### src/rtl/arm_exc_sequencer.sv
// arm_exc_sequencer: multi-cycle control sequencer for the ARM model CPU.
// Handles NUM_IRQ prioritised, individually enabled IRQ lines plus FIQ,
// banked-mode exception entry and MOVS PC exception return.
// Build option: VECTORED_IRQ_EN selects a per-line IRQ vector table at
// IRQ_VEC_BASE; otherwise every IRQ uses vector 32'h18.
module arm_exc_sequencer #(
    parameter int          NUM_IRQ      = 4,
    parameter logic [31:0] IRQ_VEC_BASE = 32'h0000_0100,
    localparam int         ID_W         = (NUM_IRQ > 1) ? $clog2(NUM_IRQ) : 1
) (
    input  logic               clk,
    input  logic               rst,
    input  logic [NUM_IRQ-1:0] irq_req,
    input  logic [NUM_IRQ-1:0] irq_en,
    input  logic               fiq_req,
    input  logic [31:0]        ir,
    input  logic [31:0]        cpsr,
    output logic               write_reg,
    output logic               write_pc,
    output logic               write_ir,
    output logic               write_cpsr,
    output logic               write_spsr,
    output logic               s,
    output logic               sp_in,
    output logic               sp_out,
    output logic               w_spsr_s,
    output logic [1:0]         w_rdata_s,
    output logic [1:0]         rd_s,
    output logic [1:0]         alu_a_s,
    output logic [1:0]         pc_s,
    output logic [2:0]         w_cpsr_s,
    output logic [2:0]         change_m,
    output logic [3:0]         alu_op,
    output logic [NUM_IRQ-1:0] inta,
    output logic               fiqa,
    output logic [ID_W-1:0]    irq_id,
    output logic [31:0]        exc_vec,
    output logic [4:0]         st,
    output logic [4:0]         next_st
);

    typedef enum logic [4:0] {
        IDLE     = 5'd0,
        FETCH    = 5'd1,
        DECODE   = 5'd2,
        EXEC     = 5'd3,
        RET_ALU  = 5'd4,
        RET_WB   = 5'd5,
        CHECK    = 5'd6,
        EXC_LR   = 5'd7,
        EXC_SAVE = 5'd8,
        EXC_JUMP = 5'd9
    } state_t;

`ifdef VECTORED_IRQ_EN
    localparam bit VECTORED = 1'b1;
`else
    localparam bit VECTORED = 1'b0;
`endif

    state_t            st_q, nst;
    logic              exc_fiq_q;
    logic [NUM_IRQ-1:0] irq_hit;
    logic              irq_found, fiq_take, irq_take, movs_pc;
    logic [ID_W-1:0]   irq_sel;
    logic [31:0]       irq_vec;

    logic              write_reg_d, write_pc_d, write_ir_d, write_cpsr_d, write_spsr_d;
    logic              s_d, sp_in_d, sp_out_d, w_spsr_s_d, fiqa_d;
    logic [1:0]        w_rdata_s_d, rd_s_d, alu_a_s_d, pc_s_d;
    logic [2:0]        w_cpsr_s_d, change_m_d;
    logic [3:0]        alu_op_d;
    logic [NUM_IRQ-1:0] inta_d;

    logic unused_bits;
    assign unused_bits = ^{ir[31:28], ir[19:16], ir[11:5], ir[3:0], cpsr[31:8], cpsr[5:0]};

    assign st      = st_q;
    assign next_st = rst ? IDLE : nst;
    assign movs_pc = (ir[27:25] == 3'b000) && !ir[4] && (ir[15:12] == 4'hF);

    // Exception arbitration: FIQ over IRQ, lowest enabled IRQ line wins
    always_comb begin
        irq_hit   = irq_req & irq_en;
        irq_sel   = '0;
        irq_found = 1'b0;
        for (int unsigned i = 0; i < NUM_IRQ; i++) begin
            if (irq_hit[i] && !irq_found) begin
                irq_sel   = ID_W'(i);
                irq_found = 1'b1;
            end
        end
        fiq_take = fiq_req & ~cpsr[6];
        irq_take = irq_found & ~cpsr[7];
        irq_vec  = VECTORED ? IRQ_VEC_BASE + (32'(irq_sel) << 2) : 32'h0000_0018;
    end

    // Next-state logic
    always_comb begin
        nst = FETCH;
        case (st_q)
            IDLE:     nst = FETCH;
            FETCH:    nst = DECODE;
            DECODE:   nst = movs_pc ? RET_ALU : EXEC;
            EXEC:     nst = CHECK;
            RET_ALU:  nst = RET_WB;
            RET_WB:   nst = CHECK;
            CHECK:    nst = (fiq_take || irq_take) ? EXC_LR : FETCH;
            EXC_LR:   nst = EXC_SAVE;
            EXC_SAVE: nst = EXC_JUMP;
            EXC_JUMP: nst = CHECK;
            default:  nst = FETCH;
        endcase
    end

    // Control word for the state being entered; registered below
    always_comb begin
        write_reg_d  = 1'b0;
        write_pc_d   = 1'b0;
        write_ir_d   = 1'b0;
        write_cpsr_d = 1'b0;
        write_spsr_d = 1'b0;
        s_d          = 1'b0;
        sp_in_d      = 1'b0;
        sp_out_d     = 1'b0;
        w_spsr_s_d   = 1'b0;
        fiqa_d       = 1'b0;
        w_rdata_s_d  = '0;
        rd_s_d       = '0;
        alu_a_s_d    = '0;
        pc_s_d       = '0;
        w_cpsr_s_d   = '0;
        change_m_d   = '0;
        alu_op_d     = '0;
        inta_d       = '0;
        case (nst)
            FETCH: begin
                write_pc_d = 1'b1;
                write_ir_d = 1'b1;
            end
            EXEC: begin
                write_reg_d = 1'b1;
                alu_op_d    = ir[24:21];
                s_d         = ir[20];
            end
            RET_ALU: begin
                alu_op_d = 4'b1000;
                s_d      = 1'b1;
            end
            RET_WB: begin
                alu_op_d     = 4'b1000;
                write_pc_d   = 1'b1;
                pc_s_d       = 2'd2;
                write_cpsr_d = 1'b1;
                sp_out_d     = 1'b1;
            end
            CHECK: sp_in_d = 1'b1;
            EXC_LR: begin
                alu_op_d  = 4'b1000;
                alu_a_s_d = 2'd1;
            end
            EXC_SAVE: begin
                alu_op_d     = 4'b1000;
                alu_a_s_d    = 2'd1;
                change_m_d   = exc_fiq_q ? 3'b010 : 3'b001;
                rd_s_d       = 2'd1;
                write_reg_d  = 1'b1;
                write_spsr_d = 1'b1;
                w_spsr_s_d   = 1'b1;
            end
            EXC_JUMP: begin
                change_m_d   = exc_fiq_q ? 3'b010 : 3'b001;
                write_cpsr_d = 1'b1;
                w_cpsr_s_d   = exc_fiq_q ? 3'b011 : 3'b010;
                write_pc_d   = 1'b1;
                pc_s_d       = 2'd3;
                fiqa_d       = exc_fiq_q;
                for (int unsigned i = 0; i < NUM_IRQ; i++) begin
                    inta_d[i] = !exc_fiq_q && (irq_id == ID_W'(i));
                end
            end
            default: ;
        endcase
    end

    // State, exception latch and registered outputs
    always_ff @(posedge clk or posedge rst) begin
        if (rst) begin
            st_q       <= IDLE;
            exc_fiq_q  <= 1'b0;
            irq_id     <= '0;
            exc_vec    <= '0;
            write_reg  <= 1'b0;
            write_pc   <= 1'b0;
            write_ir   <= 1'b0;
            write_cpsr <= 1'b0;
            write_spsr <= 1'b0;
            s          <= 1'b0;
            sp_in      <= 1'b0;
            sp_out     <= 1'b0;
            w_spsr_s   <= 1'b0;
            fiqa       <= 1'b0;
            w_rdata_s  <= '0;
            rd_s       <= '0;
            alu_a_s    <= '0;
            pc_s       <= '0;
            w_cpsr_s   <= '0;
            change_m   <= '0;
            alu_op     <= '0;
            inta       <= '0;
        end else begin
            st_q <= nst;
            // irq_id keeps the last serviced IRQ line across an FIQ entry
            if (st_q == CHECK && (fiq_take || irq_take)) begin
                exc_fiq_q <= fiq_take;
                if (!fiq_take) irq_id <= irq_sel;
                exc_vec   <= fiq_take ? 32'h0000_001C : irq_vec;
            end
            write_reg  <= write_reg_d;
            write_pc   <= write_pc_d;
            write_ir   <= write_ir_d;
            write_cpsr <= write_cpsr_d;
            write_spsr <= write_spsr_d;
            s          <= s_d;
            sp_in      <= sp_in_d;
            sp_out     <= sp_out_d;
            w_spsr_s   <= w_spsr_s_d;
            fiqa       <= fiqa_d;
            w_rdata_s  <= w_rdata_s_d;
            rd_s       <= rd_s_d;
            alu_a_s    <= alu_a_s_d;
            pc_s       <= pc_s_d;
            w_cpsr_s   <= w_cpsr_s_d;
            change_m   <= change_m_d;
            alu_op     <= alu_op_d;
            inta       <= inta_d;
        end
    end

endmodule

### config.mk
export PLATFORM = sky130hd
export DESIGN_NAME = arm_exc_sequencer
export DESIGN_NICKNAME = d
export VERILOG_FILES = /design/src/rtl/arm_exc_sequencer.sv
export SDC_FILE = /design/constraint.sdc
export NUM_CORES = 1
export LEC_CHECK = 0
export ABC_AREA = 1
export BUFFER_PORTS_ARGS = -buffer_cell sky130_fd_sc_hd__buf_4
export CORE_AREA = 2 2 62 79
export CTS_CLUSTER_SIZE = 40
export DETAILED_ROUTE_END_ITERATION = 8
export DIE_AREA = 0 0 64 81
export HOLD_SLACK_MARGIN = 0.03
export PLACE_DENSITY = 0.76
export SLEW_MARGIN = 40
export SYNTH_ARGS = -nofsm -noshare
export SYNTH_HDL_FRONTEND = slang
export SYNTH_SLANG_ARGS = --single-unit
### constraint.sdc
create_clock -name clk -period 1.6 [get_ports clk]
set_input_delay 0.08 -clock clk [delete_from_list [all_inputs] [get_ports clk]]
set_output_delay 0.08 -clock clk [all_outputs]
set_load 0.02 [all_outputs]
After elaboration in Yosys (flattened, before gate mapping)

Index checks and enable logic that the tools add are counted.

Register bits: 69

Eq/ne operators: 21
Multiplexer cells: 30
Bitwise gates (word level): 6
Reduce and logical (&&, ||, !) cells: 26

Operator list:

| operator                                                        | number |
|---|---|
| 5-bit by 3-bit == test with 1-bit output, second input constant | 8 |
| 4-bit one-hot mux with 7 select lines                           | 1 |
| 5-bit by 4-bit == test with 1-bit output, second input constant | 4 |
| 1-bit 2-to-1 mux                                                | 16 |
| 5-bit by 2-bit == test with 1-bit output, second input constant | 3 |
| 5-bit by 1-bit == test with 1-bit output, second input constant | 2 |
| 1-bit logical AND                                               | 10 |
| 2-bit 2-to-1 mux                                                | 5 |
| 3-bit 2-to-1 mux                                                | 3 |
| 4-bit one-hot mux with 2 select lines                           | 1 |
| 2-bit OR reduction                                              | 4 |
| 3-bit OR reduction                                              | 2 |
| 1-bit zero test                                                 | 5 |
| 5-bit 2-to-1 mux                                                | 1 |
| 4-bit AND                                                       | 1 |
| 2-bit == test, second input constant                            | 2 |
| 4-bit == test, second input constant                            | 1 |
| 4-bit 2-to-1 mux                                                | 1 |
| 2-bit one-hot mux with 2 select lines                           | 1 |
| 4-bit OR reduction                                              | 1 |
| 3-bit zero test                                                 | 1 |
| 1-bit NOT                                                       | 3 |
| 1-bit AND                                                       | 2 |
| 2-bit by 1-bit == test with 1-bit output, second input constant | 1 |
| 4 further kinds                                                 | 4 |

Depth between registers and ports, before layout

Gate-level depths: netlist (run 1).

Depth in word-level cells: 18
Depth in mapped cells: 9
Mapped depth without buffers: 9

Worst setup path before layout (run 1)

OpenSTA, ideal clock, no wires.

Kind: register to output
Start: register st_q[2], in the netlist st[2]
End: output next_st[0]
Data arrival time: 1.386 ns
Slack: 0.134 ns
Stages on the path, launching flop included: 9
Cell sequence: dfrtp_1 -> inv_2 -> nand2_2 -> nand2_2 -> a21oi_4 -> nand3_1 -> nand2_2 -> inv_1 -> nor2_1

Word-level cells in the longest chain between the ends: 4
Elaborated cells on any way between the ends: 12

Ends and longest elaborated chain:

| item                                                                   | RTL line | text |
|---|---|---|
| from (decl)                                                            | 61       | `state_t st_q, nst;` |
| from (signal assigned)                                                 | 212      | `st_q <= nst;` |
| 5-bit by 4-bit == test with 1-bit output, or another cell as far along | 101      | `case (st_q)` |
| 3-bit OR reduction (no line)                                           | -        |  |
| 4-bit one-hot mux with 7 select lines *                                | 101      |  |
| via nst[0]                                                             | 61       |  |
| 5-bit 2-to-1 mux *                                                     | 79       | `assign next_st = rst ? IDLE : nst;` |
| to (decl)                                                              | 39       | `output logic [4:0] next_st` |

The timed path passes the listed nets; every way through them passes the cells marked *.

Worst setup path in the final report (run 1)

Same ends and word-level chain as after synthesis.

==> results of run 1 <==
==> worst max path at each step <==
stage,depth (start not counted),end,from
finish,9,next_st[0],st[2]
global route,9,next_st[0],st[2]
CTS,10,next_st[2],st[2]
detailed placement,10,next_st[1],st[2]
global placement,10,next_st[1],st[3]
floorplan,8,next_st[0],st[2]
==> power by group <==
part | switching, mW | total, mW | internal [mW]
clock | 0.272 | 0.618 | 0.346
sequential | 0.174 | 1.15 | 0.981
combinational | 1.40 | 2.48 | 1.08
==> per-stage QoR <==
stage	TNS [ns]	instance area, sq um
finish	-0.436	2340
global route	-0.890	2340
CTS	-0.420	2280
detailed placement	0	1980
global placement	0	1980
floorplan	0	1730
==> logic make-up (layout without fill, tap and decap cells) <==
| group | Yosys count | after routing |
|---|---|---|
| simple gates | 76 | 76 |
| buf+inv | 68 | 124 |
| flops | 30 | 30 |
| compound gates | 11 | 11 |
| other cells | 1 | 37 |
==> routing by layer <==
layer	GRT usage (%)	part of all wire, %
met1	14.4	34
met2	25.5	54
met3	3.19	9.3
met4	10.0	2.3
met5	0	0
==> worst min-delay path, delay by kind of cell <==
kind / cells / cell delay [ns]
buffers and inverters: 2 / 0.16
and+or+nand+nor: 1 / 0.04
==> cell type report <==
| type | instances | area [sq um] |
|---|---|---|
| clock inverter | 1 | 5.00 |
| sequential | 30 | 753 |
| tap | 60 | 75.1 |
| multi-input combinational | 124 | 617 |
| clock buffer | 7 | 86.3 |
| timing repair buffer | 91 | 708 |
| inverter | 25 | 98.8 |
| fill | 423 | 2180 |
==> layout by cell type (no fill, tap or decap), drive strengths merged <==
cell type,instances
nor2,28
o21ai,3
buf,87
nor4,4
nand2,33
nand3,7
dlygate4sd3,4
inv,24
clkinv,2
conb,37
a21oi,6
o21a,1
a21boi,1
clkbuf,7
dfrtp,30
nand4,4
==> what timing repair did <==
action,in CTS,in global routing
setup buffers,18,4
endpoints found under the setup margin,3,7
resized for setup,12,15
endpoints found under the hold margin,33,0
pin swaps,2,7
hold buffers,4,0
==> run_results.csv, run 1 <==
group,metric,value,unit
synthesis,async_flop_share,100,%
setup_path,worstPathArrival,1.68,ns
setup_path,path_class,"reg -> out",
placed_design,detailedPlacementHpwl,2.41,mm
layout,post_route_cells_drive_above_1_share,43.9,%
sta,fin_crit,1.76,ns
routing,route.antenna.remaining_nets,0,
synthesis,yosys.area_share.adder,0,%
synthesis,ranking_of_synthesized_cells_by_area,"dfrtp_1 (47%), buf_4 (20%), nand2_1 (6.8%), nor2_1 (6.1%), inv_1 (4.5%)",
synthesis,yosys.area.top_type_share,47.1,%
status,run_status,"complete, but fails checks",
synthesis,synth.area.mux_share,0,%
routing,wl,3.56,mm
layout,finish.utilization,51.9,%
synthesis,area_fraction_in_compound_gates_after_synthesis,5.18,%
placed_design,gp_congestion,0.812,
synthesis,synth-seq-area-share,47.1,%
layout,n_antenna_cell,0,
sta,worst_clock_skew,0.00700,ns
layout,final_cells,338,
setup_path,critical_path.reg2reg.startpoint,"st[2]",
synthesis,dominant_combinational_cell_family_by_area_after_synthesis,"buffers and inverters",
layout,nets,352,
setup_path,cpMaxStageDelayCell,"dfrtp_2",
layout,syn_to_layout_area_delta,47.1,%
sta,min_period_over_period,110,%
sta,timing.final.ws_setup,-0.158,ns
clock_network,htree_levels,2,
clock_network,cts_tree,"built",
clock_network,cts-buffers-inserted,5,
floorplanning,die_h,81,um
placed_design,setup_slack_at_placement,0.106,ns
synthesis,synth_edf_count,0,
synthesis,average_size_of_a_mapped_cell,8.56,sq um
routing,wl_per_cell,10.5,um
routing,drt_pass1_iterations,4,
synthesis,post_synth_instance_area,1590,sq um
min_path,timing.hold.worst_endpoint,"alu_op[1]",
routing,drt_iter0_drcs,131,
routing,dr_total_vias,1409,
clock_network,clkSlewWorstSetupHoldPaths,0.07,ns
routing,route.detailed.vias_per_inst,4.17,
sta,slew_viol_final,0,
sta,setup_repair_after_global_routing_missed_its_margin,"yes",
sta,report.final.hold_viol_count,0,
synthesis,yosys.area_share.xor_xnor,0,%
setup_path,critical_path.top_delay_family,"simple AND/OR/NAND/NOR gates",
synthesis,synth.cells.most_frequent,"buf_4 (43), dfrtp_1 (30), nand2_1 (29), nor2_1 (26), inv_1 (19)",
synthesis,ys_seq_elements,30,
floorplanning,starting_density,35.2,%
global_routing,grt_pass1_vias,1258,
min_path,hold_path_depth,3,
floorplanning,coreArea,4520,sq um
sta,smallest_hold_slack,0.0325,ns
synthesis,synth-warning-count,0,
setup_path,critPathBufInv,3,
synthesis,ys_types,20,
floorplanning,die_x,64,um
sta,achievable-frequency,0.569,GHz
clock_network,cts_sinks,30,
setup_path,cp_slowest_stage_delay,0.47,ns
global_routing,grt_first_pass_wirelength,5.57,mm
setup_path,crit_path_cells,"buf_6, nand4_1, nand2_1, nor2_1, nand3_1, nand2_2, inv_2, nor2_2, buf_4",
sta,setup_viol,4,
floorplanning,rows,28,
min_path,worst_hold_path_type,"in -> reg",
setup_path,required,1.52,ns
global_routing,pin_count_of_the_biggest_net_entering_global_routing,31,
setup_path,path_max_fanout,4,
setup_path,r2r_slack,0.04,ns
power_and_ir_drop,leakage,1.34,nW
power_and_ir_drop,total_power,4.26,mW
synthesis,synthesis.instances,186,
floorplanning,top_level_ports,151,
clock_network,clock_tree_buf_depth,2,
global_routing,globalRouteTotalUtil,14.1,%
placed_design,placed_cells_incl_taps,306,
global_routing,globalRoute.totalOverflow,0,
synthesis,post-synth-top-area-cell,"dfrtp_1",
placed_design,io_buffer_count,64,
setup_path,worst_reg2reg_path_endpoint,"alu_a_s[0]",
power_and_ir_drop,power_density,1820,nW/um^2
setup_path,critical_path.endpoint_type,"primary output",
synthesis,post_synth_and_or_nand_nor_area_fraction,21.3,%
power_and_ir_drop,ir_worst_vdd,0.674,mV
routing,post-route-drc-count,0,
clock_network,insertion_delay,0.28,ns
status,violations_in_the_final_reports,"setup timing",
synthesis,synth_most_common_cell,"buf_4",
setup_path,rr_worst_depth,8,
synthesis,ys_dominant_reg_cell,"dfrtp_1",
clock_network,clock_root_cell,"clkbuf_8",
flow_run,cap_viol_max_count,0,
floorplanning,die_area,5180,sq um
min_path,hold_path.startpoint,"ir[22]",
global_routing,antenna_violations_before_repair,0,
setup_path,timing.critical_path.from_type,"register",
Power figures use the tool's default switching activity.
==> run 2, diff against run 1 <==
Settings changed: PLACE_DENSITY 0.76 to default, PLACE_DENSITY_LB_ADDON from default to 0.08.
==> run 2 against run 1 <==
  * The flow still finishes with violations (setup timing)
  * Hold slack better by 0.028 ns
  * Via count is 7.4% lower
  * Clock power shrank 1%
  * First-iteration DRC count shrank 66%
  * Clock skew is 0.00074 ns higher
  * Cell count decreased by 2.1%
  * Critical path depth increased by 1
  * Flip-flop and latch count did not move
  * Maximum frequency is 3.0% higher
  * Register-to-register slack improved by 0.11 ns
  * Critical endpoint is now next_st[2]
  * Largest power group unchanged
==> run_results.csv, run 2 (synthesized netlist as in run 1, its figures left out) <==
group,metric,value,unit
global_routing,globalRoute.totalOverflow,0,
floorplanning,starting_density,35.2,%
floorplanning,die_area,5180,sq um
routing,drt_pass1_iterations,4,
placed_design,setup_slack_at_placement,0.0960,ns
clock_network,clkSlewWorstSetupHoldPaths,0.06,ns
status,violations_in_the_final_reports,"setup timing",
global_routing,globalRouteTotalUtil,13.5,%
clock_network,clock_root_cell,"clkbuf_8",
routing,route.antenna.remaining_nets,0,
sta,achievable-frequency,0.586,GHz
power_and_ir_drop,power_density,1790,nW/um^2
routing,route.detailed.vias_per_inst,3.94,
sta,fin_crit,1.71,ns
status,run_status,"complete, but fails checks",
layout,fillCellCount,460,
setup_path,required,1.52,ns
power_and_ir_drop,total_power,4.08,mW
power_and_ir_drop,leakage,1.31,nW
setup_path,crit_path_cells,"inv_2, nand2_4, nand2_4, a21oi_4, inv_2, a21oi_4, nand2_2, nand2_2, inv_2, buf_6",
layout,n_antenna_cell,0,
sta,report.final.hold_viol_count,0,
layout,finish.utilization,50.4,%
floorplanning,rows,28,
floorplanning,top_level_ports,151,
clock_network,cts_tree,"built",
global_routing,grt_pass1_vias,1232,
clock_network,htree_levels,2,
setup_path,cpMaxStageDelayCell,"dfrtp_2",
setup_path,path_class,"reg -> out",
global_routing,pin_count_of_the_biggest_net_entering_global_routing,24,
sta,min_period_over_period,107,%
routing,wl_per_cell,9.83,um
clock_network,cts-buffers-inserted,5,
routing,drt_iter0_drcs,45,
power_and_ir_drop,ir_worst_vdd,0.985,mV
min_path,worst_hold_path_type,"in -> reg",
floorplanning,die_h,81,um
setup_path,timing.critical_path.from_type,"register",
routing,wl,3.25,mm
floorplanning,coreArea,4520,sq um
global_routing,antenna_violations_before_repair,0,
routing,dr_total_vias,1305,
placed_design,gp_congestion,0.763,
placed_design,detailedPlacementHpwl,2.48,mm
routing,post-route-drc-count,0,
sta,final.setup.tns,-0.327,ns
sta,setup_repair_after_global_routing_missed_its_margin,"yes",
layout,post_route_cells_drive_above_1_share,42.4,%
sta,slew_viol_final,0,
setup_path,worstPathArrival,1.63,ns
flow_run,cap_viol_max_count,0,
clock_network,cts_sinks,30,
setup_path,path_max_fanout,5,
global_routing,grt_first_pass_wirelength,5.36,mm
sta,timing.final.ws_setup,-0.107,ns
setup_path,cp_slowest_stage_delay,0.42,ns
placed_design,io_buffer_count,64,
clock_network,clock_tree_buf_depth,2,
clock_network,insertion_delay,0.28,ns
setup_path,critical_path.most_common_cell,"inv_2",
floorplanning,die_x,64,um
sta,worst_clock_skew,0.00774,ns
layout,nets,345,
layout,syn_to_layout_area_delta,43.1,%
sta,setup_viol,4,
layout,layout.cells.most_common,"buf_4",
layout,mostFrequentLayoutCells,"buf_4 (74), conb_1 (37), dfrtp_1 (27)",
setup_path,critical_path.endpoint_type,"primary output",
-- run 2: changes by cell type in the layout (fill, tap and decap cells not counted), sizes merged --
cell / delta
buf: -8
dlygate4sd3: +1
-- run 2: worst max-delay path: cells and delay by family (launching register included) --
kind / cells / cell delay (ns)
simple gates: 4 / 0.31
compound gates: 2 / 0.31
buf+inv: 4 / 0.31
flops: 1 / 0.42
-- run 2: per-layer routing --
metal	vias up	share of wire (%)	track usage, %
li1	662	-	-
met1	568	40	15.9
met2	67	48	22.1
met3	8	8.6	4.02
met4	0	2.7	7.39
met5	-	0	0
-- run 2: worst paths after layout --
kind | startpoint | to | slack (ns) | cells past startpoint
worst max-delay path | st[3] | next_st[2] | -0.11 | 10
worst min-delay path | ir[24] | alu_op[3] | 0.06 | 3
max in group asynchronous | rst | exc_vec[3] | 0.63 | 4
worst max register to register | st[3] | st[2] | 0.15 | 9
min in group asynchronous | rst | st[1] | 0.35 | 3
worst min register to register | exc_vec[3] | exc_vec[3] | 0.49 | 2
-- run 2: where the power goes --
part	leakage [nW]	switching, mW	internal (mW)
logic	0.873	1.32	1.01
registers	0.388	0.157	0.984
clock network	0.0482	0.266	0.346
total	1.31	1.74	2.34
-- run 2: cell type report --
cell class,instances,area [sq um],share of cell area (%)
clock buffers,7,86.3,3.79
clock inverters,1,5.00,0.220
inverters,25,96.3,4.23
multi-input cells,124,601,26.3
flip-flops and latches,30,754,33.1
well taps,60,75.1,3.29
repair buffers,84,662,29.0
-- run 2: timing repair --
action | CTS | global route
gates resized for setup | 12 | 13
hold buffers | 5 | 0
endpoints found under the hold margin | 11 | 0
buffers inserted | 11 | 4
pin swaps | 4 | 4
setup endpoints to repair | 4 | 5
cloned | 0 | 0
-- run 2: per-stage QoR --
step / cell area [sq um] / hold WS, ns / cells
5_1_grt: 2280 / 0.0543 / 331
2_1_floorplan: 1730 / 0.186 / 222
3_3_place_gp: 1980 / 0.0822 / 306
3_5_place_dp: 1980 / 0.0825 / 306
4_1_cts: 2240 / 0.0617 / 330
6_report: 2280 / 0.0606 / 331
